### config.mk
export PLATFORM = sky130hd
export DESIGN_NAME = memory_game_ctrl_flat
export DESIGN_NICKNAME = d
export VERILOG_FILES = /design/src/rtl/memory_game_ctrl_if.sv /design/src/rtl/memory_game_ctrl.sv /design/src/flat_wrapper.sv
export SDC_FILE = /design/constraint.sdc
export NUM_CORES = 1
export LEC_CHECK = 0
export BUFFER_PORTS_ARGS = -buffer_cell sky130_fd_sc_hd__buf_2
export CAP_MARGIN = 40
export CORE_ASPECT_RATIO = 1.2
export CORE_MARGIN = 10
export CORE_UTILIZATION = 55
export CTS_BUF_LIST = sky130_fd_sc_hd__clkbuf_8
export CTS_CLUSTER_DIAMETER = 50
export DETAILED_ROUTE_END_ITERATION = 10
export PLACE_DENSITY = 0.91
export SLEW_MARGIN = 0
export SYNTH_ARGS = -nofsm -noshare
export SYNTH_HDL_FRONTEND = slang
export SYNTH_SLANG_ARGS = --single-unit
### constraint.sdc
create_clock -name clk -period 8 [get_ports clk]
set_input_delay 0 -clock clk [delete_from_list [all_inputs] [get_ports clk]]
set_output_delay 0 -clock clk [all_outputs]
set_load 0.005 [all_outputs]
### src/rtl/memory_game_ctrl_if.sv
// Board-side bundle for the memory-game turn sequencer.
// The master side supplies frame, player and deck inputs. The slave side (the controller) returns the card state.
interface memory_game_ctrl_if;
  logic        frame_tick;
  logic        select;
  logic [3:0]  cursor;
  logic [47:0] deck;
  logic [15:0] face_up;
  logic [15:0] matched;
  logic [3:0]  first_pos;
  logic [7:0]  moves;
  logic [3:0]  pairs_found;
  logic        busy;
  logic        game_over;

  modport master (
    output frame_tick, select, cursor, deck,
    input  face_up, matched, first_pos, moves, pairs_found, busy, game_over
  );

  modport slave (
    input  frame_tick, select, cursor, deck,
    output face_up, matched, first_pos, moves, pairs_found, busy, game_over
  );
endinterface

### src/rtl/memory_game_ctrl.sv
// Turn sequencer for the 4x4 memory-card board.
// It handles flip, compare, mismatch hold and the match bookkeeping that drives the renderers and score.
module memory_game_ctrl #(
  parameter int HOLD_FRAMES = 60,
  parameter int NUM_PAIRS   = 8
) (
  input  logic              clk,
  input  logic              reset,
  memory_game_ctrl_if.slave bus
);
  localparam int          CARDS     = 2 * NUM_PAIRS;
  localparam logic [7:0]  HOLD_LAST = 8'(HOLD_FRAMES - 1);
  localparam logic [3:0]  PAIRS_ALL = 4'(NUM_PAIRS);

  typedef enum logic [2:0] {IDLE, ONE, CMP, HOLD, DONE} state_t;

  state_t            state, state_n;
  logic [CARDS-1:0]  face_up, face_up_n;
  logic [CARDS-1:0]  matched, matched_n;
  logic [3:0]        first_pos, first_pos_n;
  logic [3:0]        second_pos, second_pos_n;
  logic [7:0]        moves, moves_n;
  logic [3:0]        pairs_found, pairs_found_n;
  logic [7:0]        hold_cnt, hold_cnt_n;
  logic              valid_sel;

  // Per-position pair ID, so the compare indexes with the exact 4-bit position.
  logic [2:0] ids [CARDS];
  for (genvar i = 0; i < CARDS; i++) begin : g_id
    assign ids[i] = bus.deck[3*i +: 3];
  end

  assign valid_sel = bus.select && !face_up[bus.cursor];

  always_ff @(posedge clk) begin
    if (reset) begin
      state       <= IDLE;
      face_up     <= '0;
      matched     <= '0;
      first_pos   <= '0;
      second_pos  <= '0;
      moves       <= '0;
      pairs_found <= '0;
      hold_cnt    <= '0;
    end else begin
      state       <= state_n;
      face_up     <= face_up_n;
      matched     <= matched_n;
      first_pos   <= first_pos_n;
      second_pos  <= second_pos_n;
      moves       <= moves_n;
      pairs_found <= pairs_found_n;
      hold_cnt    <= hold_cnt_n;
    end
  end

  always_comb begin
    state_n       = state;
    face_up_n     = face_up;
    matched_n     = matched;
    first_pos_n   = first_pos;
    second_pos_n  = second_pos;
    moves_n       = moves;
    pairs_found_n = pairs_found;
    hold_cnt_n    = hold_cnt;
    case (state)
      IDLE: if (valid_sel) begin
        face_up_n[bus.cursor] = 1'b1;
        first_pos_n           = bus.cursor;
        state_n               = ONE;
      end
      ONE: if (valid_sel) begin
        face_up_n[bus.cursor] = 1'b1;
        second_pos_n          = bus.cursor;
        state_n               = CMP;
      end
      CMP: begin
        moves_n = (moves == 8'hFF) ? moves : moves + 8'd1;
        if (ids[first_pos] == ids[second_pos]) begin
          matched_n[first_pos]  = 1'b1;
          matched_n[second_pos] = 1'b1;
          pairs_found_n         = pairs_found + 4'd1;
          state_n               = (pairs_found + 4'd1 == PAIRS_ALL) ? DONE : IDLE;
        end else begin
          hold_cnt_n = '0;
          state_n    = HOLD;
        end
      end
      HOLD: if (bus.frame_tick) begin
        if (hold_cnt == HOLD_LAST) begin
          face_up_n[first_pos]  = 1'b0;
          face_up_n[second_pos] = 1'b0;
          hold_cnt_n            = '0;
          state_n               = IDLE;
        end else begin
          hold_cnt_n = hold_cnt + 8'd1;
        end
      end
      DONE: ;
      default: state_n = IDLE;
    endcase
  end

  assign bus.face_up     = face_up;
  assign bus.matched     = matched;
  assign bus.first_pos   = first_pos;
  assign bus.moves       = moves;
  assign bus.pairs_found = pairs_found;
  assign bus.busy        = (state == CMP) || (state == HOLD);
  assign bus.game_over   = (state == DONE);
endmodule

### src/flat_wrapper.sv
// flat-port wrapper written by rule: the top's interface ports become plain ports
module memory_game_ctrl_flat 
#(
  parameter int HOLD_FRAMES = 60,
  parameter int NUM_PAIRS   = 8
)
  (clk, reset, bus_frame_tick, bus_select, bus_cursor, bus_deck, bus_face_up, bus_matched, bus_first_pos, bus_moves, bus_pairs_found, bus_busy, bus_game_over);
  memory_game_ctrl_if bus_i ();
  input  logic clk;
  input  logic reset;
  input wire logic [$bits(bus_i.frame_tick)-1:0] bus_frame_tick;
  input wire logic [$bits(bus_i.select)-1:0] bus_select;
  input wire logic [$bits(bus_i.cursor)-1:0] bus_cursor;
  input wire logic [$bits(bus_i.deck)-1:0] bus_deck;
  output wire logic [$bits(bus_i.face_up)-1:0] bus_face_up;
  output wire logic [$bits(bus_i.matched)-1:0] bus_matched;
  output wire logic [$bits(bus_i.first_pos)-1:0] bus_first_pos;
  output wire logic [$bits(bus_i.moves)-1:0] bus_moves;
  output wire logic [$bits(bus_i.pairs_found)-1:0] bus_pairs_found;
  output wire logic [$bits(bus_i.busy)-1:0] bus_busy;
  output wire logic [$bits(bus_i.game_over)-1:0] bus_game_over;
  assign bus_i.frame_tick = bus_frame_tick;
  assign bus_i.select = bus_select;
  assign bus_i.cursor = bus_cursor;
  assign bus_i.deck = bus_deck;
  assign bus_face_up = bus_i.face_up;
  assign bus_matched = bus_i.matched;
  assign bus_first_pos = bus_i.first_pos;
  assign bus_moves = bus_i.moves;
  assign bus_pairs_found = bus_i.pairs_found;
  assign bus_busy = bus_i.busy;
  assign bus_game_over = bus_i.game_over;
  memory_game_ctrl #(.HOLD_FRAMES(HOLD_FRAMES), .NUM_PAIRS(NUM_PAIRS)) u_core (.clk(clk), .reset(reset), .bus(bus_i));
endmodule
Yosys cells after proc, flatten, opt, wreduce, memory -nomap -nowiden
Cells that the tools add are included.
W data, S select, Z words.
{ "word_totals": {"regBits": 63, "latch_bits": 0, "ram_bits": 0, "romBits": 0, "in_bits": 56, "output_inout_bits": 50, "wordCells": 90, "memories": 0} }
{ "classes": {"n_addsub": 3, "n_mul": 0, "div_mod_pow": 0, "magnitude_cmp": 8, "n_eq_ne": 14, "shifts": 0, "muxes": 29, "bitwise": 11, "n_reduce_logical": 17} }
{ "op_table": {"columns": ["operator", "count"], "rows": [
  ["$mux W16", 3],
  ["$or A16 B16 Y16", 3],
  ["$and A16 B16 Y16", 2],
  ["$not A16 Y16", 2],
  ["$pmux W16 S2", 1],
  ["$mux W3", 10],
  ["$bmux W3 S4", 2],
  ["$mux W8", 3],
  ["$add A8 B1 Y8 const B", 2],
  ["$pmux W8 S2", 1],
  ["$lt A4 B5 Y1 const B", 3],
  ["$pmux W3 S5", 1],
  ["$demux W1 S4", 3],
  ["$ge A4 B1 Y1 const B", 3],
  ["$ge A5 B5 Y1 const B", 2],
  ["$not A4 Y5", 2],
  ["$eq A8 B6 Y1 const B", 1],
  ["$eq A8 B8 Y1 const B", 1],
  ["$ne A2 B1 Y1 const B", 4],
  ["$reduce_and A2 Y1", 4],
  ["$eq A3 B2 Y1 const B", 2],
  ["$reduce_and A5 Y1", 1],
  ["$add A4 B1 Y4 const B", 1],
  ["$bmux W1 S4", 1],
  ["15 further kinds", 24]
]} }

Logic depth before layout (Yosys ltp)
{ "depth": {"ltp_word": 10, "ltp_mapped": 10, "mapped_depth_nobuf": 8} }

Worst setup path before layout
No wires, ideal clock.
{ "synth_path": {"path_kind": "register -> register", "startpoint": "register u_core.first_pos[1] (netlist: u_core.bus.first_pos[1])", "endpoint": "register u_core.pairs_found[3] (netlist: u_core.bus.pairs_found[3])", "setup_ns": 0.123, "arrival_ns": 2.563, "t_required_ns": 7.877, "path_slack_ns": 5.314, "path_stages_with_launch": 10, "path_buffers": 2, "period_less_slack_ns": 2.686, "path_cell_list": "dfxtp_1 -> clkbuf_1 -> buf_1 -> mux4_2 -> nand2_1 -> nand3_1 -> xor2_1 -> nor4_4 -> nand4_1 -> mux2_1"} }
{ "synth_via": {"elab_chain_len": 6} }
{ "synth_rtl": {"columns": ["item", "line", "source"], "rows": [
  ["start: declaration", "memory_game_ctrl.sv:20", "logic [3:0] first_pos, first_pos_n;"],
  ["start signal: assignment", "memory_game_ctrl.sv:49", "first_pos <= first_pos_n;"],
  ["$not A4 Y5 (implied by the code)", "memory_game_ctrl.sv:79", "if (ids[first_pos] == ids[second_pos]) begin"],
  ["$bmux W3 S4", "memory_game_ctrl.sv:79", null],
  ["$mux W3 (implied by the code) (2 in series)", "memory_game_ctrl.sv:79", null],
  ["$eq A3 B3 Y1", "memory_game_ctrl.sv:79", null],
  ["$reduce_and A2 Y1 (no source line)", null, null],
  ["end signal: assignment", "memory_game_ctrl.sv:52", "pairs_found <= pairs_found_n;"],
  ["end: declaration", "memory_game_ctrl.sv:23", "logic [3:0] pairs_found, pairs_found_n;"]
]} }
Every way passes these cells. The select of a mux whose other input is x is not followed.
A chain may end at the register's enable or synchronous reset.

Worst setup path in the final report
{ "layout_path": {"startpoint": "register u_core.first_pos[0] (netlist: u_core.bus.first_pos[0])", "endpoint": "register u_core.state[0]"} }
{ "layout_via": {"elab_chain_len": 7} }
{ "layout_rtl": {"columns": ["item", "line", "source"], "rows": [
  ["$not A4 Y5 (implied by the code)", "memory_game_ctrl.sv:79", null],
  ["$bmux W3 S4", "memory_game_ctrl.sv:79", null],
  ["$mux W3 (implied by the code) (2 in series)", "memory_game_ctrl.sv:79", null],
  ["$eq A3 B3 Y1", "memory_game_ctrl.sv:79", null],
  ["$mux W3", "memory_game_ctrl.sv:79", null],
  ["$pmux W3 S5", "memory_game_ctrl.sv:66", "case (state)"],
  ["end signal: assignment", "memory_game_ctrl.sv:46", "state <= state_n;"],
  ["end: declaration", "memory_game_ctrl.sv:17", "state_t state, state_n;"]
]} }
Every way passes these cells. The select of a mux whose other input is x is not followed.

==> impl_metrics.ini <==
[floorplan]
core_area_mm2 = 0.00645
fp.dieH_um = 109
dieArea_mm2 = 0.0104
pin_count = 106
initial_core_util_pct = 56.9
num_rows = 32
dieWidth_um = 94.6

[timing]
tns_ns = 0
timing_hold_violations_final = 0
setup_viol = 0
fmax_ghz = 0.316
max_slew_margin_pct = 48.7
finClkSkew_ns = 0.00925
rsz0062_at_grt = no
worstMarginPinSlew_ns = 0.764
period_share_pct = 39.6
period_needed_ns = 3.17
slew_viol_final = 0

[critical_path]
startpoint_type = register
crit_type = register to register
cpPeakStageDelay_ns = 0.66
cp.arrival_ns = 3.42
end_kind = register
crit_chain = buf_6 > mux4_2 > a22oi_1 > nand3_1 > xor2_1 > nor3_1 > nor2_1 > a21o_1
cp_max_fo = 10
reg2regPathDepth = 8
required_ns = 8.25
critPathSlowestCell = nor3_1

[layout]
area_delta_synth_final_pct = 21.8
antenna_cells = 0
final_util_pct = 69.4
fin_cells = 598
nNetsFinal = 567
layout-drive-gt1-share_pct = 31.4

[yosys]
yosysWarnings = 0
yosysMostFrequentCell = dfxtp_1
yosysUniqueCellTypes = 43
synth_seq_area_share_pct = 34.4
synth_area_leader_cell = dfxtp_1
synth_seq_cells = 63
synth_nets = 472
synthArstFlopShare_pct = 0
syn_area_per_cell_um2 = 8.89
synth-edff-count = 0
syn_inst = 413
synthTopCellsByCount = 63 x dfxtp_1, 48 x nor2_1, 47 x a21oi_1
netlist.area_leader.share_pct = 34.4
synth_flop_cell = dfxtp_1
yosys-top-cells-area = dfxtp_1 34%, mux4_2 17%, a21oi_1 6.4%
syn_area_mm2 = 0.00367

[clocking]
cts_htree_levels = 3
numCtsBuffers = 9
worstSkewPairLatency_ns = 0.35
cts_tree = done
clockBufferDepth = 2
cts_sinks = 63
root_buffer = clkbuf_8
path_clk_slew_ns = 0.07

[placement]
gp_congestion = 0.943
dp_hpwl_mm = 8.66
io_buffers = 105
dpl.cell_count = 580

[global_routing]
grt_overflow_total = 0
grt_pass1_wl_mm = 18.5
grt_pass1_vias = 3829
grt_antenna_before_repair = 0
grt_max_degree = 34
gr-usage-all-layers_pct = 22.2

[detailed_routing]
avgRoutedWirePerCell_um = 19.1
detail_route.wirelength_mm = 11.4
dr.first_iter.drc_count = 468
vias_per_cell = 6.32
ant_nets = 0
drc = 0
first_pass_iters = 5
vias = 3778

[pwr]
pwr_density_cell_mw_per_mm2 = 198
ir_worst_vdd_mv = 0.168
p_leak_nw = 1.78

[min_path]
hp-class = input port to register
holdPathStages = 3

[job]
cap_violations = 0

[outcome]
status = finished, final reports clean
cell type report:
class                      count  area, µm²
clock buffer                   9        124
clock inverter                 7       97.6
fill                         466       1980
inverter                       5       18.8
multi-input combinational    318       2260
sequential                    63       1260
tap                           85        106
timing repair buffer         111        604
state kept, by name (all words and copies together) (netlist names):
name                    cells
u_core.bus.face_up         16
u_core.bus.first_pos        4
u_core.bus.matched         16
u_core.bus.moves            8
u_core.bus.pairs_found      4
u_core.hold_cnt             8
u_core.second_pos           4
u_core.state                3
final timing paths:
check                                                            to                                  from  slack (ns)
worst max-delay path                   u_core.state[0]$_SDFFE_PP0P_  u_core.bus.first_pos[0]$_SDFFE_PP0P_        4.83
worst min-delay path              u_core.second_pos[2]$_SDFFE_PP0P_                         bus_cursor[2]        0.02
worst max register to register         u_core.state[0]$_SDFFE_PP0P_  u_core.bus.first_pos[0]$_SDFFE_PP0P_        4.83
worst min register to register  u_core.bus.matched[11]$_SDFFE_PP0P_   u_core.bus.matched[11]$_SDFFE_PP0P_        0.48
timing repair:
action,4_1_cts,5_1_grt
hold buffers,1,0
resized for setup,0,0
buffers inserted,0,0
hold endpoints to repair,2,0
layer usage:
| metal | GRT usage (%) | up-vias | wire (µm) |
|---|---|---|---|
| met3 | 6.96 | 29 | 1280 |
| li1 | - | 1732 | - |
| met1 | 25.6 | 1779 | 4330 |
| met2 | 36.7 | 238 | 5520 |
| met5 | 0 | - | 0 |
| met4 | 10.4 | 0 | 296 |
through the flow:
stage / setup slack [ns] / instance area [µm²] / hold WS, ns / power [W]
finish: 4.83 / 4470 / 0.0189 / 0.000884
global route: 4.49 / 4470 / 0.0159 / 0.000920
CTS: 4.64 / 4460 / 0.00221 / 0.000879
detailed placement: 4.66 / 4230 / 0.311 / 0.000573
global placement: 4.45 / 4170 / 0.302 / 0.000560
floorplan: 5.31 / 3670 / 0.148 / 0.000514
report_power, final:
part           internal [W]  switching [W]  total (W)
clock              0.000175       0.000131   0.000307
combinational     0.0000949       0.000126   0.000221
sequential         0.000325      0.0000302   0.000356
total              0.000596       0.000288   0.000884
placed cells by master, fill, tap and decap left out, types with 4 or more instances in the layout:
cell,count
a21oi_1,47
xnor2_1,5
inv_1,5
mux4_2,28
nor3_1,5
nand2b_1,10
nor2_1,48
or2_2,6
nand3_1,33
a31oi_1,4
mux2i_1,4
clkbuf_8,9
a211oi_1,15
nor2b_1,9
nand2_1,36
o22ai_1,16
buf_2,105
nand4_1,5
o21ai_0,7
dfxtp_1,63
xor2_1,8
a22oi_1,6
kinds of logic (layout without fill, tap and decap cells):
group / count (synthesis) / count (layout) / synth area share, %
compound gates: 105 / 105 / 17.2
xor+xnor: 13 / 13 / 3.10
fa+ha+maj: 3 / 3 / 1.02
buf+inv: 32 / 132 / 4.12
flops: 63 / 63 / 34.4
mux: 33 / 33 / 18.6
simple gates: 164 / 164 / 21.6
worst max-delay path, delay by kind of cell (launching register included):
family                    cells  cell delay (ns)
xor gates and xnor gates      1             0.23
buffers and inverters         1             0.23
DFF                           1             0.61
muxes                         1             0.50
and+or+nand+nor               3             1.06
AOI/OAI and AO/OA             2             0.44
Power figures use the tool's default switching activity.
